`config.mk`:
```
export PLATFORM = sky130hd
export DESIGN_NAME = reset_sequencer
export DESIGN_NICKNAME = d
export VERILOG_FILES = /design/src/rtl/reset_sequencer.sv
export SDC_FILE = /design/constraint.sdc
export NUM_CORES = 1
export LEC_CHECK = 0
export CORE_ASPECT_RATIO = 0.8
export CORE_MARGIN = 2
export CORE_UTILIZATION = 35
export DETAILED_ROUTE_END_ITERATION = 6
export PLACE_DENSITY_LB_ADDON = 0.25
export SLEW_MARGIN = 20
export SYNTH_ARGS = -nofsm -noshare
export SYNTH_HDL_FRONTEND = slang
export SYNTH_SLANG_ARGS = --single-unit
```
`constraint.sdc`:
```
create_clock -name clk -period 2.95 [get_ports clk]
set_clock_uncertainty 0.1 [all_clocks]
set_input_delay 0.295 -clock clk [delete_from_list [all_inputs] [get_ports clk]]
set_output_delay 0.295 -clock clk [all_outputs]
set_load 0.03 [all_outputs]
```
`src/rtl/reset_sequencer.sv`:
```
// Reset sequencer: asserts NUM_DOMAINS resets together on any request, releases them in index order once the MMCM is locked.
// Latency: a trigger re-asserts every output on the next cycle; rstReqExt/mmcmLocked pass through a 2-flop synchroniser first.
// Backpressure: none; every request is accepted immediately, restarts the sequence and is logged in a sticky cause register.
module reset_sequencer #(
  parameter int NUM_DOMAINS = 4,
  parameter int STAGE_DELAY = 16,
  parameter int HOLD_CYCLES = 64,
  parameter int FILTER_BITS = 20
) (
  input  logic                   clk,
  input  logic                   rst,
  input  logic                   rstReqExt,
  input  logic                   mmcmLocked,
  input  logic                   softReq,
  input  logic                   causeClr,
  output logic [NUM_DOMAINS-1:0] rstOut,
  output logic                   allReleased,
  output logic [1:0]             state,
  output logic [3:0]             cause
);

  localparam int HW = (HOLD_CYCLES > 1) ? $clog2(HOLD_CYCLES) : 1;
  localparam int DW = (STAGE_DELAY > 1) ? $clog2(STAGE_DELAY) : 1;
  localparam int IW = (NUM_DOMAINS > 1) ? $clog2(NUM_DOMAINS) : 1;
  localparam logic [HW-1:0] HOLD_LAST  = HW'(HOLD_CYCLES - 1);
  localparam logic [DW-1:0] DELAY_LAST = DW'(STAGE_DELAY - 1);
  localparam logic [IW-1:0] IDX_LAST   = IW'(NUM_DOMAINS - 1);

  typedef enum logic [1:0] {
    ASSERT    = 2'd0,
    WAIT_LOCK = 2'd1,
    RELEASE   = 2'd2,
    RUN       = 2'd3
  } state_t;

  state_t                 stateQ, stateD;
  logic [1:0]             lockSync, reqSync;
  logic [FILTER_BITS-1:0] filterCnt;
  logic [HW-1:0]          holdCnt, holdD;
  logic [DW-1:0]          delayCnt, delayD;
  logic [IW-1:0]          idx, idxD;
  logic [NUM_DOMAINS-1:0] rstD;
  logic [3:0]             causeD;
  logic                   lockedS, reqS, extTrig, lockTrig, softTrig, trigAny, liveState;

  assign lockedS   = lockSync[1];
  assign reqS      = reqSync[1];
  assign liveState = (stateQ == RELEASE) || (stateQ == RUN);
  assign extTrig   = reqS & (&filterCnt);
  // WAIT_LOCK is the state that waits out a missing lock, so it must not re-trigger on it.
  assign lockTrig  = ~lockedS & liveState;
  assign softTrig  = softReq & liveState;
  assign trigAny   = extTrig | lockTrig | softTrig;
  assign state     = stateQ;

  always_ff @(posedge clk) begin
    if (rst) begin
      stateQ      <= ASSERT;
      lockSync    <= 2'b00;
      reqSync     <= 2'b00;
      filterCnt   <= '0;
      holdCnt     <= '0;
      delayCnt    <= '0;
      idx         <= '0;
      rstOut      <= '1;
      allReleased <= 1'b0;
      cause       <= 4'b0001;
    end else begin
      stateQ      <= stateD;
      lockSync    <= {lockSync[0], mmcmLocked};
      reqSync     <= {reqSync[0], rstReqExt};
      filterCnt   <= !reqS ? '0 : ((&filterCnt) ? filterCnt : filterCnt + 1'b1);
      holdCnt     <= holdD;
      delayCnt    <= delayD;
      idx         <= idxD;
      rstOut      <= rstD;
      allReleased <= (stateD == RUN);
      cause       <= causeD;
    end
  end

  always_comb begin
    stateD = stateQ;
    holdD  = holdCnt;
    delayD = delayCnt;
    idxD   = idx;
    rstD   = rstOut;
    // Set wins over clear so a request landing with causeClr is never lost.
    causeD = (causeClr ? 4'b0000 : cause) | {lockTrig, softTrig, extTrig, 1'b0};
    if (trigAny) begin
      stateD = ASSERT;
      holdD  = '0;
      delayD = '0;
      idxD   = '0;
      rstD   = '1;
    end else begin
      case (stateQ)
        ASSERT: begin
          if (softReq) begin
            holdD = '0;
          end else if (holdCnt == HOLD_LAST) begin
            stateD = WAIT_LOCK;
          end else begin
            holdD = holdCnt + 1'b1;
          end
        end
        WAIT_LOCK: begin
          if (lockedS) begin
            stateD = RELEASE;
            delayD = '0;
            idxD   = '0;
          end
        end
        RELEASE: begin
          if (delayCnt == DELAY_LAST) begin
            for (int k = 0; k < NUM_DOMAINS; k++) begin
              if (idx == IW'(k)) rstD[k] = 1'b0;
            end
            delayD = '0;
            if (idx == IDX_LAST) begin
              stateD = RUN;
            end else begin
              idxD = idx + 1'b1;
            end
          end else begin
            delayD = delayCnt + 1'b1;
          end
        end
        default: ;
      endcase
    end
  end

endmodule

```
Yosys cells after proc, flatten, opt, wreduce, memory -nomap -nowiden. Index checks and enable logic that the tools add are counted.

Input bits: 6. Register bits: 47.

Multiplexer cells: 17. Bitwise logic cells: 8. $add $sub $neg: 4. Equal/unequal tests: 13. Reduce and logical (&&, ||, !) cells: 14.

Operators with widths (number): $add A20 B1 Y20 const B (1); $reduce_and A20 Y1 (1); $mux W2 (9); $mux W4 (3); $mux W6 (2); $reduce_and A3 Y1 (4); $eq A2 B2 Y1 const B (5); $pmux W4 S2 (1); $add A6 B1 Y6 const B (1); $eq A6 B6 Y1 const B (1); $ne A2 B2 Y1 const B (3); $pmux W2 S3 (1); $add A4 B1 Y4 const B (1); $eq A2 B1 Y1 const B (2); $eq A4 B4 Y1 const B (1); $logic_not A2 Y1 (2); $or A4 B4 Y4 (1); $pmux W2 S2 (1); $reduce_and A2 Y1 (2); $reduce_and A4 Y1 (1); $reduce_or A2 Y1 (2); $and A1 B1 Y1 (3); $add A2 B1 Y2 const B (1); $ne A2 B1 Y1 const B (1); other kinds (4) (6).

Longest topological paths before layout.
Depth after elaboration: 7. Depth in mapped cells: 7.

Least setup slack after synthesis. Ideal clock, no wire load.

Path type: register to register. Start point: register filterCnt[0]. End point: register filterCnt[14]. Arrival time: 1.817 ns. Clock period less this slack: 2.048 ns. Path buffers: 2. Setup slack: 0.902 ns. Library setup time: 0.131 ns. Cell stages (with the launch flop): 8. Cell sequence: dfxtp_1 -> ha_1 -> buf_4 -> nand4_1 -> buf_2 -> or4_4 -> o311ai_1 -> o41ai_1.

Word-level cells in the longest chain between the ends: 1. Elaborated cells on any way between the ends: 2. Those cells by class: add/sub (1); reduce/logical (1).

RTL lines: start, declared (RTL line 38) `logic [FILTER_BITS-1:0] filterCnt;`; start signal, assigned (RTL line 72) `filterCnt <= !reqS ? '0 : ((&filterCnt) ? filterCnt : filterCnt + 1'b1);`; $add A20 B1 Y20 or $reduce_and A20 Y1 (tied branches) (RTL line 72).

Parallel ways exist; a longest one is shown, timed or not. A chain may end at the register's enable or synchronous reset.

Worst setup path after layout.
Start point: register filterCnt[0]. End point: register delayCnt[2].

Word-level cells in the longest chain between the ends: 5.

RTL lines: $reduce_and A20 Y1 (RTL line 49) `assign extTrig = reqS & (&filterCnt);`; $and A1 B1 Y1 (RTL line 49); $or A1 B1 Y1 (2 in a row) (RTL line 53) `assign trigAny = extTrig | lockTrig | softTrig;`; $reduce_or A2 Y1 (no source line); end signal, assigned (RTL line 74) `delayCnt <= delayD;`; end, declared (RTL line 40) `logic [DW-1:0] delayCnt, delayD;`.

No other way between the ends.

==> reports/results.tsv <==
metric	value	unit
status	finished, final reports clean	
Crit path arrival time	2390	ps
PnR Total Power	0.00124	W
Root Buffer	clkbuf_8	
critical path class	reg2reg	
Async SR Flop Fraction	0	%
power per cell area	466	nW/um^2
critical path fanouts, max	19	
CTS tree	yes	
DRT met1 WL	2570	microns
port buffer count	16	
dpl ws	626	ps
Setup crit start	filterCnt[0]	
Post-Synth Adder-Cell Area	3.80	%
Post-Synth XOR/XNOR Area	1.90	%
area leader, netlist	dfxtp_1	
Seq/Total Area, Yosys	40.8	%
hpwl dp	3310	microns
DR WL/cell	13.3	microns
Die ar.	7250	sq um
cell area after synthesis	2300	sq um
antenna cells	0	
Max-Cap Viols	0	
Detail Route Antenna Nets	0	
die height	76.6	microns
main combinational cell family by area after synthesis	simple AND/OR/NAND/NOR gates	
top-count cell post-synth	dfxtp_1	
Initial DRT Pass Iterations	4	
vias	1902	
Compound-Gate Fraction of Synth Area	19.6	%
total gr overflow	0	
simple-gate share of the synthesized area	28.6	%
total CTS buffers	5	
GRT Total Usage	14.3	%
RePlAce Congestion	0.854	
#FFs+latches synth	47	
Setup crit end kind	flip-flop	
Cell variety after synth	52	
Critical Path Start Type	flip-flop	
H-tree depth	2	
Clk pin slew, worst setup/hold paths	90	ps
VDD IR-drop max	0.219	mV
worst reg2reg startpoint	filterCnt[0]	
fillers	627	
Synth area leaders	dfxtp_1 (41%), ha_1 (3.8%), a21oi_1 (3.7%)	
hold_sp	lockSync[0]	
clock tree buffer depth	2	
worst setup margin	630	ps
Hold Fails Final Rpt	0	
Post-synth top cells	dfxtp_1 (47), nand2_1 (18), a21oi_1 (17), nor2_1 (16), o21ai_0 (13)	
syn_area_per_cell	8.83	sq um
worst slew pin tran	819	ps
Slew Viols, Final	0	
nets	288	
Final period util	78.6	%
setup violators final	0	
Min-Delay Path Class	reg2reg	
TNS Setup	0	ps
Clock Latency Late Sink	310	ps
vias in the first global route	1720	
Worst slew margin	44.9	%
CTS sink count	47	
Net Count, Synth	274	
cells after synthesis	261	
starting density of the core	36.1	%
Routed WL	4790	microns
Synth top area share	40.8	%
unrepaired setup endpoints after global routing	no	
fmax	431	MHz
leakage dissipation	0.870	nW
DR iter-0 viols	139	
Core ar.	6380	sq um
Warnings, synthesis	0	
area growth from synthesis to layout	15.6	%
largest net degree at the start of global routing	20	
first-pass GRT wire length	8330	microns
vias per cell	5.28	
met2 wire length	1890	microns
fin crit period	2320	ps
Post-synth EDFFs	0	
mux contribution to synthesized area	1.30	%
hold buffers post-CTS	0	
initial antenna violation count	0	
DRC Markers	0	
top_reg_cell synth	dfxtp_1	
Die X	94.7	microns
data required time of the worst path	3020	ps
highest routed layer	met4	
Rows	26	
ratio of cells with drive above 1 in the final layout	6.88	%
Top Ports	17	
Post-CTS Setup Inserts	0	
PostCTS Resize Cnt	0	
WL met3	241	microns
[final timing paths]
| path | to | slack (ps) | cells past startpoint |
|---|---|---|---|
| setup reg to reg | delayCnt[2] | 630 | 5 |
| hold reg to reg | lockSync[1] | 340 | 1 |
| setup / recovery | delayCnt[2] | 630 | 5 |
| hold / removal | lockSync[1] | 340 | 1 |
[through the flow]
step                      cells  hold slack, ps  cell area (sq um)  util [%]
final                       360             340               2660      41.8
after floorplan             261             314               2300         -
after detailed placement    352             322               2530      39.6
after global placement      352             317               2530      39.6
after CTS                   360             344               2660      41.8
after global routing        360             359               2660      41.8
[registers in the layout, summed over array words and instances, names as in the netlist]
signal and cells:
idx 2, state 2, cause 4, filterCnt 20, reqSync 2, allReleased 1
lockSync 2, rstOut 4, delayCnt 4, holdCnt 6
[report_power, final]
group          switching [W]  total (W)  internal (W)  leakage (nW)
Combinational      0.0000175  0.0000331     0.0000157         0.426
Sequential        0.00000376   0.000643      0.000639         0.380
Clock               0.000226   0.000564      0.000338        0.0644
[placed cells by master, fill, tap and decap left out, types with 5 or more instances in the layout]
| cell type | netlist | final |
|---|---|---|
| a211oi_1 | 6 | 6 |
| a21o_1 | 6 | 6 |
| a21oi_1 | 17 | 17 |
| a31oi_1 | 9 | 9 |
| and3_1 | 6 | 6 |
| clkbuf_8 | 0 | 5 |
| clkdlybuf4s50_1 | 0 | 16 |
| dfxtp_1 | 47 | 47 |
| ha_1 | 7 | 7 |
| inv_1 | 7 | 7 |
| nand2_1 | 18 | 18 |
| nand3_1 | 11 | 11 |
| nand4_1 | 8 | 8 |
| nor2_1 | 16 | 16 |
| nor2b_1 | 11 | 11 |
| nor3_1 | 9 | 9 |
| o21ai_0 | 13 | 13 |
[metal layers]
layer,GRT usage (%),vias to the layer above
li1,-,995
met1,22.9,859
met2,17.9,43
met3,2.77,5
met4,6.09,0
met5,0,-
[logic make-up after synthesis]
| group | count (synthesis) |
|---|---|
| xor+xnor | 5 |
| simple gates | 111 |
| mux | 3 |
| buf+inv | 19 |
| compound gates | 69 |
| fa+ha+maj | 7 |
| flops | 47 |
[critical path, cell delays in order, from the launching register on]
cell	delay (ps)
dfxtp_1	430
ha_1	350
nand4_1	170
or4_4	570
o21ai_4	450
nor3_1	110
[cell type report]
type                            count  area (sq um)  area share, %
Clock buffer                        5          68.8           2.58
Clock inverter                      3          67.6           2.54
Inverter                            7          26.3          0.987
Multi-Input combinational cell    195          1270           47.7
Sequential cell                    47           941           35.3
Tap cell                           84           105           3.95
Timing Repair Buffer               19           183           6.86
No activity file was read; power rests on OpenSTA's default activity.
